===== config.mk =====
export PLATFORM = sky130hd
export DESIGN_NAME = norm_shift_flat
export DESIGN_NICKNAME = d
export VERILOG_FILES = /design/src/rtl/norm_shift_pkg.sv /design/src/rtl/norm_shift_if.sv /design/src/rtl/norm_shift_step.sv /design/src/rtl/norm_shift.sv /design/src/flat_wrapper.sv
export SDC_FILE = /design/constraint.sdc
export NUM_CORES = 1
export LEC_CHECK = 0
export CAP_MARGIN = 10
export CELL_PAD_IN_SITES_DETAIL_PLACEMENT = 1
export CELL_PAD_IN_SITES_GLOBAL_PLACEMENT = 1
export CORE_MARGIN = 2
export CORE_UTILIZATION = 35
export DETAILED_ROUTE_END_ITERATION = 10
export PLACE_DENSITY = 0.81
export RECOVER_POWER = 50
export SKIP_CTS_REPAIR_TIMING = 1
export SLEW_MARGIN = 20
export SYNTH_ARGS = -nofsm -noshare
export SYNTH_HDL_FRONTEND = slang
export SYNTH_SLANG_ARGS = --single-unit

===== constraint.sdc =====
create_clock -name clk -period 2.5 [get_ports clk]
set_input_delay 0.75 -clock clk [delete_from_list [all_inputs] [get_ports clk]]
set_output_delay 0.75 -clock clk [all_outputs]
set_load 0.02 [all_outputs]

===== src/rtl/norm_shift_pkg.sv =====
// Shared definitions for the normalizing left shifter.
// Holds the width defaults, the FSM state type and the per-cycle step size.
// The step size depends on the NORM_SHIFT_FAST_EN macro:
// defined gives 8 bit positions per cycle, undefined gives 1.
package norm_pkg;

    localparam int NORM_WIDTH = 32;
    localparam int NORM_CNT_W = 6;

`ifdef NORM_SHIFT_FAST_EN
    localparam int STEP = 8;
`else
    localparam int STEP = 1;
`endif

    typedef enum logic [1:0] {
        IDLE  = 2'd0,
        SHIFT = 2'd1,
        DONE  = 2'd2
    } state_t;

endpackage


===== src/rtl/norm_shift_if.sv =====
// Request/result bundle of the normalizing shifter.
// master: start, data_in, shamt_in out; busy, done, data_out, err in.
// slave:  the mirror image, used by the shifter itself.
interface norm_shift_if #(
    parameter int WIDTH = 32,
    parameter int CNT_W = 6
);
    logic             start;
    logic [WIDTH-1:0] data_in;
    logic [CNT_W-1:0] shamt_in;
    logic             busy;
    logic             done;
    logic [WIDTH-1:0] data_out;
    logic             err;

    modport master (
        output start, data_in, shamt_in,
        input  busy, done, data_out, err
    );

    modport slave (
        input  start, data_in, shamt_in,
        output busy, done, data_out, err
    );
endinterface


===== src/rtl/norm_shift_step.sv =====
// One cycle of the shifter datapath (norm_step), purely combinational.
// Ports: acc/rem in; acc_nxt/rem_nxt out after a step of min(rem, STEP).
module norm_step
    import norm_pkg::*;
#(
    parameter int WIDTH = NORM_WIDTH,
    parameter int CNT_W = NORM_CNT_W,
    parameter int SSTEP = STEP
) (
    input  logic [WIDTH-1:0] acc,
    input  logic [CNT_W-1:0] rem,
    output logic [WIDTH-1:0] acc_nxt,
    output logic [CNT_W-1:0] rem_nxt
);
    logic [CNT_W-1:0] step;

    // Clamping the step to rem is what keeps rem from underflowing.
    always_comb begin
        step    = (rem > CNT_W'(SSTEP)) ? CNT_W'(SSTEP) : rem;
        acc_nxt = acc << step;
        rem_nxt = rem - step;
    end
endmodule


===== src/rtl/norm_shift.sv =====
// Multi-cycle normalizing left shifter with start/busy/done handshake.
// Ports: clk, rst (sync, active-high), bus (norm_shift_if.slave).
// Latency is 1 + ceil(min(n, WIDTH) / STEP); see NORM_SHIFT_FAST_EN.
module norm_shift
    import norm_pkg::*;
#(
    parameter int WIDTH = NORM_WIDTH,
    parameter int CNT_W = NORM_CNT_W
) (
    input  logic       clk,
    input  logic       rst,
    norm_shift_if.slave bus
);
    state_t           state_q, state_d;
    logic [WIDTH-1:0] acc_q, acc_d;
    logic [CNT_W-1:0] rem_q, rem_d;
    logic             err_r_q, err_r_d;
    logic [WIDTH-1:0] dout_q, dout_d;
    logic             err_q, err_d;

    logic [WIDTH-1:0] step_acc;
    logic [CNT_W-1:0] step_rem;
    logic             accept;
    logic             over;
    logic [CNT_W-1:0] clamp;

    norm_step #(
        .WIDTH (WIDTH),
        .CNT_W (CNT_W),
        .SSTEP (STEP)
    ) u_step (
        .acc     (acc_q),
        .rem     (rem_q),
        .acc_nxt (step_acc),
        .rem_nxt (step_rem)
    );

    always_comb begin
        state_d = state_q;
        acc_d   = acc_q;
        rem_d   = rem_q;
        err_r_d = err_r_q;
        dout_d  = dout_q;
        err_d   = err_q;

        accept = bus.start && (state_q != SHIFT);
        over   = bus.shamt_in > CNT_W'(WIDTH);
        clamp  = over ? CNT_W'(WIDTH) : bus.shamt_in;

        unique case (state_q)
            IDLE, DONE: begin
                state_d = IDLE;
                if (accept) begin
                    acc_d   = bus.data_in;
                    rem_d   = clamp;
                    err_r_d = over;
                    if (clamp == '0) begin
                        // Zero shift: result is ready on the next edge.
                        state_d = DONE;
                        dout_d  = bus.data_in;
                        err_d   = over;
                    end else begin
                        state_d = SHIFT;
                    end
                end
            end
            SHIFT: begin
                acc_d = step_acc;
                rem_d = step_rem;
                if (step_rem == '0) begin
                    // Publish on the edge that raises done.
                    state_d = DONE;
                    dout_d  = step_acc;
                    err_d   = err_r_q;
                end
            end
            default: state_d = IDLE;
        endcase
    end

    always_ff @(posedge clk) begin
        if (rst) begin
            state_q <= IDLE;
            acc_q   <= '0;
            rem_q   <= '0;
            err_r_q <= 1'b0;
            dout_q  <= '0;
            err_q   <= 1'b0;
        end else begin
            state_q <= state_d;
            acc_q   <= acc_d;
            rem_q   <= rem_d;
            err_r_q <= err_r_d;
            dout_q  <= dout_d;
            err_q   <= err_d;
        end
    end

    assign bus.busy     = (state_q == SHIFT);
    assign bus.done     = (state_q == DONE);
    assign bus.data_out = dout_q;
    assign bus.err      = err_q;
endmodule


===== src/flat_wrapper.sv =====
// flat-port wrapper written by rule: the top's interface ports become plain ports
module norm_shift_flat import norm_pkg::*;
#(
    parameter int WIDTH = NORM_WIDTH,
    parameter int CNT_W = NORM_CNT_W
)
  (clk, rst, bus_start, bus_data_in, bus_shamt_in, bus_busy, bus_done, bus_data_out, bus_err);
  norm_shift_if #(.WIDTH(WIDTH), .CNT_W(CNT_W)) bus_i ();
  input  logic clk;
  input  logic rst;
  input wire logic [$bits(bus_i.start)-1:0] bus_start;
  input wire logic [$bits(bus_i.data_in)-1:0] bus_data_in;
  input wire logic [$bits(bus_i.shamt_in)-1:0] bus_shamt_in;
  output wire logic [$bits(bus_i.busy)-1:0] bus_busy;
  output wire logic [$bits(bus_i.done)-1:0] bus_done;
  output wire logic [$bits(bus_i.data_out)-1:0] bus_data_out;
  output wire logic [$bits(bus_i.err)-1:0] bus_err;
  assign bus_i.start = bus_start;
  assign bus_i.data_in = bus_data_in;
  assign bus_i.shamt_in = bus_shamt_in;
  assign bus_busy = bus_i.busy;
  assign bus_done = bus_i.done;
  assign bus_data_out = bus_i.data_out;
  assign bus_err = bus_i.err;
  norm_shift #(.WIDTH(WIDTH), .CNT_W(CNT_W)) u_core (.clk(clk), .rst(rst), .bus(bus_i));
endmodule

==> summary.md, run 1 <==
| Metric | Value |
|---|---|
| Fillers | `around 1.3k` |
| CTS root buf | `clkbuf_8` |
| Synthesis Warnings | `0` |
| Fin nets | `560` |
| Layout cell share with drive strength beyond 1 | `between 10% and 20%` |
| Setup-failing EPs final | `0` |
| Later-pin clock latency in the skew report | `~350 ps` |
| Effective utilization at floorplan | `a little over a third` |
| Main combinational cell family by area after synthesis | `compound AO/OA/AOI/OAI gates` |
| Placer Congestion | `between 0.7 and 0.8` |
| Vias in the first global route | `between 3k and 4k` |
| Synthesized instance count | `444` |
| Avg Inst Size Synth | `slightly below 9 um2` |
| Slew HR | `a little over a third` |
| Yosys top cell area share | `37.9%` |
| Vias | `3713` |
| Final std cells w/o fill | `roughly 660` |
| 1st-pass router iterations | `4` |
| Die width | `between 100 and 150 um` |
| Global route total overflow | `0` |
| Clock net sink count | `74` |
| Routed Antenna Nets | `0` |
| Adder-Cell Fraction of Synth Area | `0.320%` |
| Total die area | `0.0120 mm2` |
| Critical path type | `reg -> out` |
| Commonest non-fill, non-tap cell in the layout | `dfxtp_1` |
| CTS H-tree depth | `3` |
| Iter 0 DRT Violations | `between 100 and 150` |
| Multiplexer share of the synthesized area | `16.2%` |
| Max Cap Viol | `0` |
| Cell variety after synth | `40` |
| Vias per Instance | `~5.6` |
| Worst EP arrival | `between 1500 and 2000 ps` |
| DRT Wirelength | `11.8 mm` |
| Antenna violations before repair | `0` |
| RSZ-0062 raised after global routing | `false` |
| Synthesized area | `between 0.003 and 0.004 mm2` |
| CP max-delay cell | `clkdlybuf4s50_1` |
| Num CTS Buffers | `9` |
| Top_reg_cell synth | `dfxtp_1` |
| Critical Path Source Type | `flip-flop` |
| Pin count of the biggest net entering global routing | `45` |
| I/O Buffers | `75` |
| Least-Margin Pin Slew | `976 ps` |
| Status | `completed` |
| Leakage Power | `2.23 nW` |
| Final Hold Violating Endpoints | `0` |
| Tmin final | `2380 ps` |
| Critical path capture point type | `output pin` |
| Inserted Diodes | `0` |
| Post-synthesis net count | `486` |
| Compound-Gate Fraction of Synth Area | `22.2%` |
| Max Fclk | `between 0.4 and 0.5 GHz` |
| Worst-path clk slew | `~90 ps` |
| FF/Latch Area | `0.00148 mm2` |
| Setup skew after layout | `between 15 and 20 ps` |
| Area Growth Syn to Fin | `30.7%` |
| PwrDens | `727 mW/mm2` |
| WL/cell | `17.7 um` |
| Sequential fraction of the synthesis area | `37.9%` |
| Post-synthesis simple-gate area fraction | `~17%` |
| Dpl hpwl | `roughly 8 mm` |
| Final Slew Violations | `0` |
| Die Y | `roughly 110 um` |
| Number of remaining DRC errors | `0` |
| Ys async rst share | `0%` |
| GRT Util Overall | `between 20 and 25%` |
| Top cells by area, synth | `dfxtp_1 38%, mux2i_1 16%, nand2_1 6.8%` |
| Placed Cells incl. Taps | `647` |
| Most frequent cells in the layout | `74 x dfxtp_1, 70 x nand2_1, 62 x mux2i_1, 43 x clkdlybuf4s50_1, 35 x a211oi_1` |
| Yosys reg bits | `74` |
| Largest area contributor in the netlist | `dfxtp_1` |
| Post-synth EDFFs | `0` |
| XOR/XNOR share of the synthesized area | `0%` |
| Crit-path cells | `or2b_1 -> clkinv_1 -> clkdlybuf4s50_1` |
| Num rows | `38` |
| Hold Path Class | `reg -> reg` |
| Deepest clock path buffer count | `2` |
| Core area | `around 0.011 mm2` |
| Number of top-level pins | `76` |
| CP max stage delay | `roughly 600 ps` |
| CTS tree | `done` |
| Total power | `0.00371 W` |
| Final period util | `roughly 95%` |
| Max FO, Critical Path | `4` |
| Worst VDD drop | `between 300 and 400 uV` |
| Setup TNS | `0 ps` |
| First-pass GRT wire length | `approximately 19 mm` |
| Multi-input gate area | `around 0.0022 mm2` |
| Worst Path Required | `~1800 ps` |
## routing by layer
layer  global-route usage, %  share of wire (%)  up-vias
li1                        -                  -     1776
met1                    24.7                 45     1870
met2                    36.6                 50       51
met3                    3.68                3.2       16
met4                    6.24                1.6        0
met5                       0                  0        -
## state kept, by name (all words and copies together) (netlist names)
signal and flops:
u_core.rem_q 6, u_core.bus.err 1, u_core.acc_q 32, u_core.bus.data_out 32, u_core.err_r_q 1, u_core.state_q 2
## critical path: cells and delay by family, from the launching register on
| kind | cells | cell delay (ps) |
|---|---|---|
| buffers and inverters | 2 | 660 |
| DFF | 1 | 370 |
| and+or+nand+nor | 1 | 260 |
## stage by stage
stage / cell area, um2 / utilization, % / setup slack (ps) / hold slack [ps]
6_report: 5100 / 47.1 / 122 / 475
5_1_grt: 5100 / 47.1 / 12.3 / 495
2_1_floorplan: 3910 / - / 101 / 428
4_1_cts: 5100 / 47.0 / 65.4 / 481
3_3_place_gp: 4870 / 45.0 / -145 / 434
3_5_place_dp: 4870 / 45.0 / -199 / 465
## cell type report
type / count / share of cell area (%)
clock buffers: 10 / 2.70
inverters: 4 / 0.294
clock inverters: 6 / 1.72
repair buffers: 104 / 19.6
flip-flops and latches: 74 / 29.0
well taps: 140 / 3.43
multi-input cells: 325 / 43.3
## synth_stat cells (all sizes together) (6+ instances only)
cell type,number
a211oi,35
a21o,31
a21oi,13
and3,34
buf,17
clkbuf,24
dfxtp,74
mux2i,62
nand2,71
nor2,12
nor3,6
o22ai,30
## power breakdown
group,internal [W],switching (W),total [W]
Sequential,0.00130,0.0000985,0.00140
Combinational,0.000543,0.000695,0.00124
Clock,0.000592,0.000480,0.00107
## kinds of logic after synthesis
logic type                 Yosys count
buffers and inverters               45
AOI/OAI and AO/OA                  121
and+or+nand+nor                    140
DFF                                 74
adders and majority gates            1
muxes                               63
## path summary, 6_finish.rpt
check,start,endpoint,slack [ps],cells after the start
hold / removal,u_core.err_r_q$_SDFFE_PP0P_,u_core.err_r_q$_SDFFE_PP0P_,480,2
setup reg to reg,u_core.rem_q[2]$_SDFFE_PP0P_,u_core.bus.err$_SDFFE_PP0P_,140,9
hold reg to reg,u_core.err_r_q$_SDFFE_PP0P_,u_core.err_r_q$_SDFFE_PP0P_,480,2
setup / recovery,u_core.state_q[0]$_SDFFE_PP0P_,bus_busy,120,3
(Power assumes the default switching activity.)
==> run 2: changes to the inputs <==
--- a/config.mk
+++ b/config.mk
@@ -6,10 +6,10 @@
 export NUM_CORES = 1
 export LEC_CHECK = 0
 export CAP_MARGIN = 10
-export CELL_PAD_IN_SITES_DETAIL_PLACEMENT = 1
+export CELL_PAD_IN_SITES_DETAIL_PLACEMENT = 0
 export CELL_PAD_IN_SITES_GLOBAL_PLACEMENT = 1
 export CORE_MARGIN = 2
-export CORE_UTILIZATION = 35
+export CORE_UTILIZATION = 36
 export DETAILED_ROUTE_END_ITERATION = 10
 export PLACE_DENSITY = 0.81
 export RECOVER_POWER = 50
@@ -17,4 +17,5 @@
 export SLEW_MARGIN = 20
 export SYNTH_ARGS = -nofsm -noshare
 export SYNTH_HDL_FRONTEND = slang
+export SYNTH_HIERARCHICAL = 1
 export SYNTH_SLANG_ARGS = --single-unit
==> summary.md, run 2 <==
| Metric | Value |
|---|---|
| Yosys reg bits | `74` |
| Pin count of the biggest net entering global routing | `~100` |
| Core area | `around 0.012 mm2` |
| Setup skew after layout | `8.09 ps` |
| Later-pin clock latency in the skew report | `between 300 and 400 ps` |
| Reg2Reg Setup Slack | `-70 ps` |
| Setup TNS | `-1390 ps` |
| Synthesized instance count | `around 500` |
| Dpl hpwl | `a little under 7 mm` |
| Inserted Diodes | `0` |
| WL/cell | `about 15 um` |
| Ys async rst share | `0%` |
| Sequential fraction of the synthesis area | `approximately a third` |
| Top cells by area, synth | `dfxtp_1 34%, mux2_4 19%, nand2_1 11%` |
| I/O Buffers | `75` |
| Placed Cells incl. Taps | `between 700 and 800` |
| Most frequent cells in the layout | `133 x nand2_1, 69 x dfxtp_1, 61 x mux2_4, 54 x clkdlybuf4s50_1, 40 x nor2_1` |
| Synthesis Warnings | `6` |
| Max Fclk | `between 0.3 and 0.4 GHz` |
| Iter 0 DRT Violations | `220` |
| PwrDens | `approximately 670 mW/mm2` |
| Clock net sink count | `74` |
| Critical Path Source Type | `flip-flop` |
| Final std cells w/o fill | `between 700 and 800` |
| Area Growth Syn to Fin | `33.0%` |
| Max Cap Viol | `0` |
| Least-Margin Pin Slew | `1010 ps` |
| Bufs and invs on worst path | `2` |
| Synthesized area | `~0.0044 mm2` |
| Number of top-level pins | `76` |
| Num CTS Buffers | `9` |
| Die Y | `between 100 and 150 um` |
| Commonest non-fill, non-tap cell in the layout | `nand2_1` |
| Cell variety after synth | `40` |
| Num rows | `40` |
| Final Hold Violating Endpoints | `0` |
| Critical path type | `reg -> reg` |
| Slew HR | `between 30% and 40%` |
| Failing checks | `setup timing` |
| Worst VDD drop | `348 uV` |
| Critical path capture point type | `flip-flop` |
| DRT Wirelength | `between 10 and 15 mm` |
| Status | `finished with violations` |
| Post-synthesis net count | `roughly 540` |
| RSZ-0062 raised after global routing | `true` |
| Worst Setup Slack, final | `-69.7 ps` |
| Deepest clock path buffer count | `2` |
| CTS tree | `done` |
| Layout cell share with drive strength beyond 1 | `approximately 25%` |
| Worst Path Required | `2720 ps` |
| R2R Path End | `u_core/bus.data_out[3]$_SDFFE_PP0P_` |
| Fin nets | `slightly above 600` |
| CP max-delay cell | `or4_4` |
| Avg Inst Size Synth | `between 8 and 9 um2` |
| Antenna violations before repair | `0` |
| Total die area | `between 0.01 and 0.015 mm2` |
| Pre-CTS WS | `-480 ps` |
| Most frequent cell after synthesis | `nand2_1` |
| First-pass GRT wire length | `roughly 17 mm` |
| Post-synth EDFFs | `0` |
| CP max stage delay | `520 ps` |
| Number of remaining DRC errors | `0` |
| Vias per Instance | `~5` |
| R2R cell count | `10` |
| Leakage Power | `2.51 nW` |
| Max FO, Critical Path | `6` |
| CTS H-tree depth | `3` |
| Final period util | `103%` |
| CP delay by family, top | `simple AND/OR/NAND/NOR gates` |
| Largest area contributor in the netlist | `dfxtp_1` |
| Crit-path cells | `nor2_4 -> a31o_4 -> inv_4 -> ha_4 -> xor2_2 -> or4_4 -> nor3_4 -> a2bb2o_4 -> clkbuf_16 -> mux2_4` |
| RR Startpoint | `u_core/rem_q[2]$_SDFFE_PP0P_` |
| Fin util | `between 40% and 50%` |
| Total power | `a little under 0.004 W` |
| Yosys top cell area share | `33.8%` |
| Final Slew Violations | `0` |
| Worst EP arrival | `2790 ps` |
| GRT Util Overall | `around 16%` |
| Hold Path End | `u_core/err_r_q$_SDFFE_PP0P_` |
| WHS Path Cells | `2` |
| Post-synth top cells | `133 x nand2_1, 74 x dfxtp_1, 57 x mux2_4` |
| Tmin final | `2570 ps` |
| Routed Antenna Nets | `0` |
| Hold Path Class | `reg -> reg` |
| Worst Min Path Start | `u_core/err_r_q$_SDFFE_PP0P_` |
| Worst-path clk slew | `approximately 60 ps` |
| Vias | `3711` |
| Vias in the first global route | `3444` |
| 1st-pass router iterations | `4` |
| Global route total overflow | `0` |
| Die width | `about 110 um` |
| CTS root buf | `clkbuf_16` |
| Top_reg_cell synth | `dfxtp_1` |
| Setup-failing EPs final | `32` |
| Placer Congestion | `roughly 0.8` |
| Effective utilization at floorplan | `a little under two fifths` |
-- run 2: cell types whose count changed in the layout (fill, tap and decap cells not counted), moves of 30 or more --
cell,before,now
nand2_1,70,133
and3_1,33,2
a311oi_1,1,34
mux2_4,0,61
mux2i_1,62,1
a211oi_1,35,3
o22ai_1,30,0
-- run 2: cell families after synthesis --
kind of cell / Yosys count / synth area share (%)
and+or+nand+nor: 231 / 24.8
AOI/OAI and AO/OA: 78 / 12.6
DFF: 74 / 33.8
muxes: 65 / 21.5
buffers and inverters: 47 / 6.36
xor gates and xnor gates: 2 / 0.399
adders and majority gates: 2 / 0.570
-- run 2: area by class of cell --
| type | count | area (um2) |
|---|---|---|
| multi-input combinational | 378 | 2700 |
| sequential | 74 | 1490 |
| inverter | 5 | 21.3 |
| clock inverter | 5 | 52.6 |
| tap | 147 | 184 |
| timing repair buffer | 109 | 1140 |
| clock buffer | 11 | 253 |
| fill | 1149 | 6130 |
-- run 2: where the power goes --
part / internal [W] / switching, W / leakage, nW
registers: 0.00129 / 0.0000841 / 0.607
logic: 0.000630 / 0.000591 / 1.75
clock network: 0.000821 / 0.000495 / 0.151
total: 0.00274 / 0.00117 / 2.51
-- run 2: worst max path at each step --
stage                                 startpoint                                    to  slack, ps  depth (start not counted)
floorplan           u_core/rem_q[2]$_SDFFE_PP0P_   u_core/bus.data_out[0]$_SDFFE_PP0P_        -50                         11
global placement                 bus_shamt_in[0]  u_core/bus.data_out[21]$_SDFFE_PP0P_       -460                          6
detailed placement               bus_shamt_in[0]  u_core/bus.data_out[23]$_SDFFE_PP0P_       -480                          6
CTS                              bus_shamt_in[0]  u_core/bus.data_out[23]$_SDFFE_PP0P_       -130                          6
global route        u_core/rem_q[1]$_SDFFE_PP0P_  u_core/bus.data_out[28]$_SDFFE_PP0P_       -150                         11
finish              u_core/rem_q[2]$_SDFFE_PP0P_   u_core/bus.data_out[3]$_SDFFE_PP0P_        -70                         10
-- run 2: worst min-delay path, cell delays in order (launching register included) --
cell     delay [ps]
dfxtp_1         300
nand2_1          50
a21oi_1          60
-- run 2: per-layer routing --
| metal | up-vias | wire length [um] | track usage (%) | part of all wire, % |
|---|---|---|---|---|
| met5 | - | 0 | 0 | 0 |
| met4 | 0 | 29 | 3.41 | 0.26 |
| met3 | 2 | 495 | 3.81 | 4.5 |
| met2 | 72 | 5180 | 26.0 | 47 |
| met1 | 1769 | 5380 | 22.7 | 49 |
| li1 | 1868 | - | - | - |
-- run 2: through the flow --
step	area [um2]	hold WS (ps)
floorplan	4430	432
global placement	5380	443
detailed placement	5380	449
CTS	5690	457
global route	5840	483
finish	5840	458
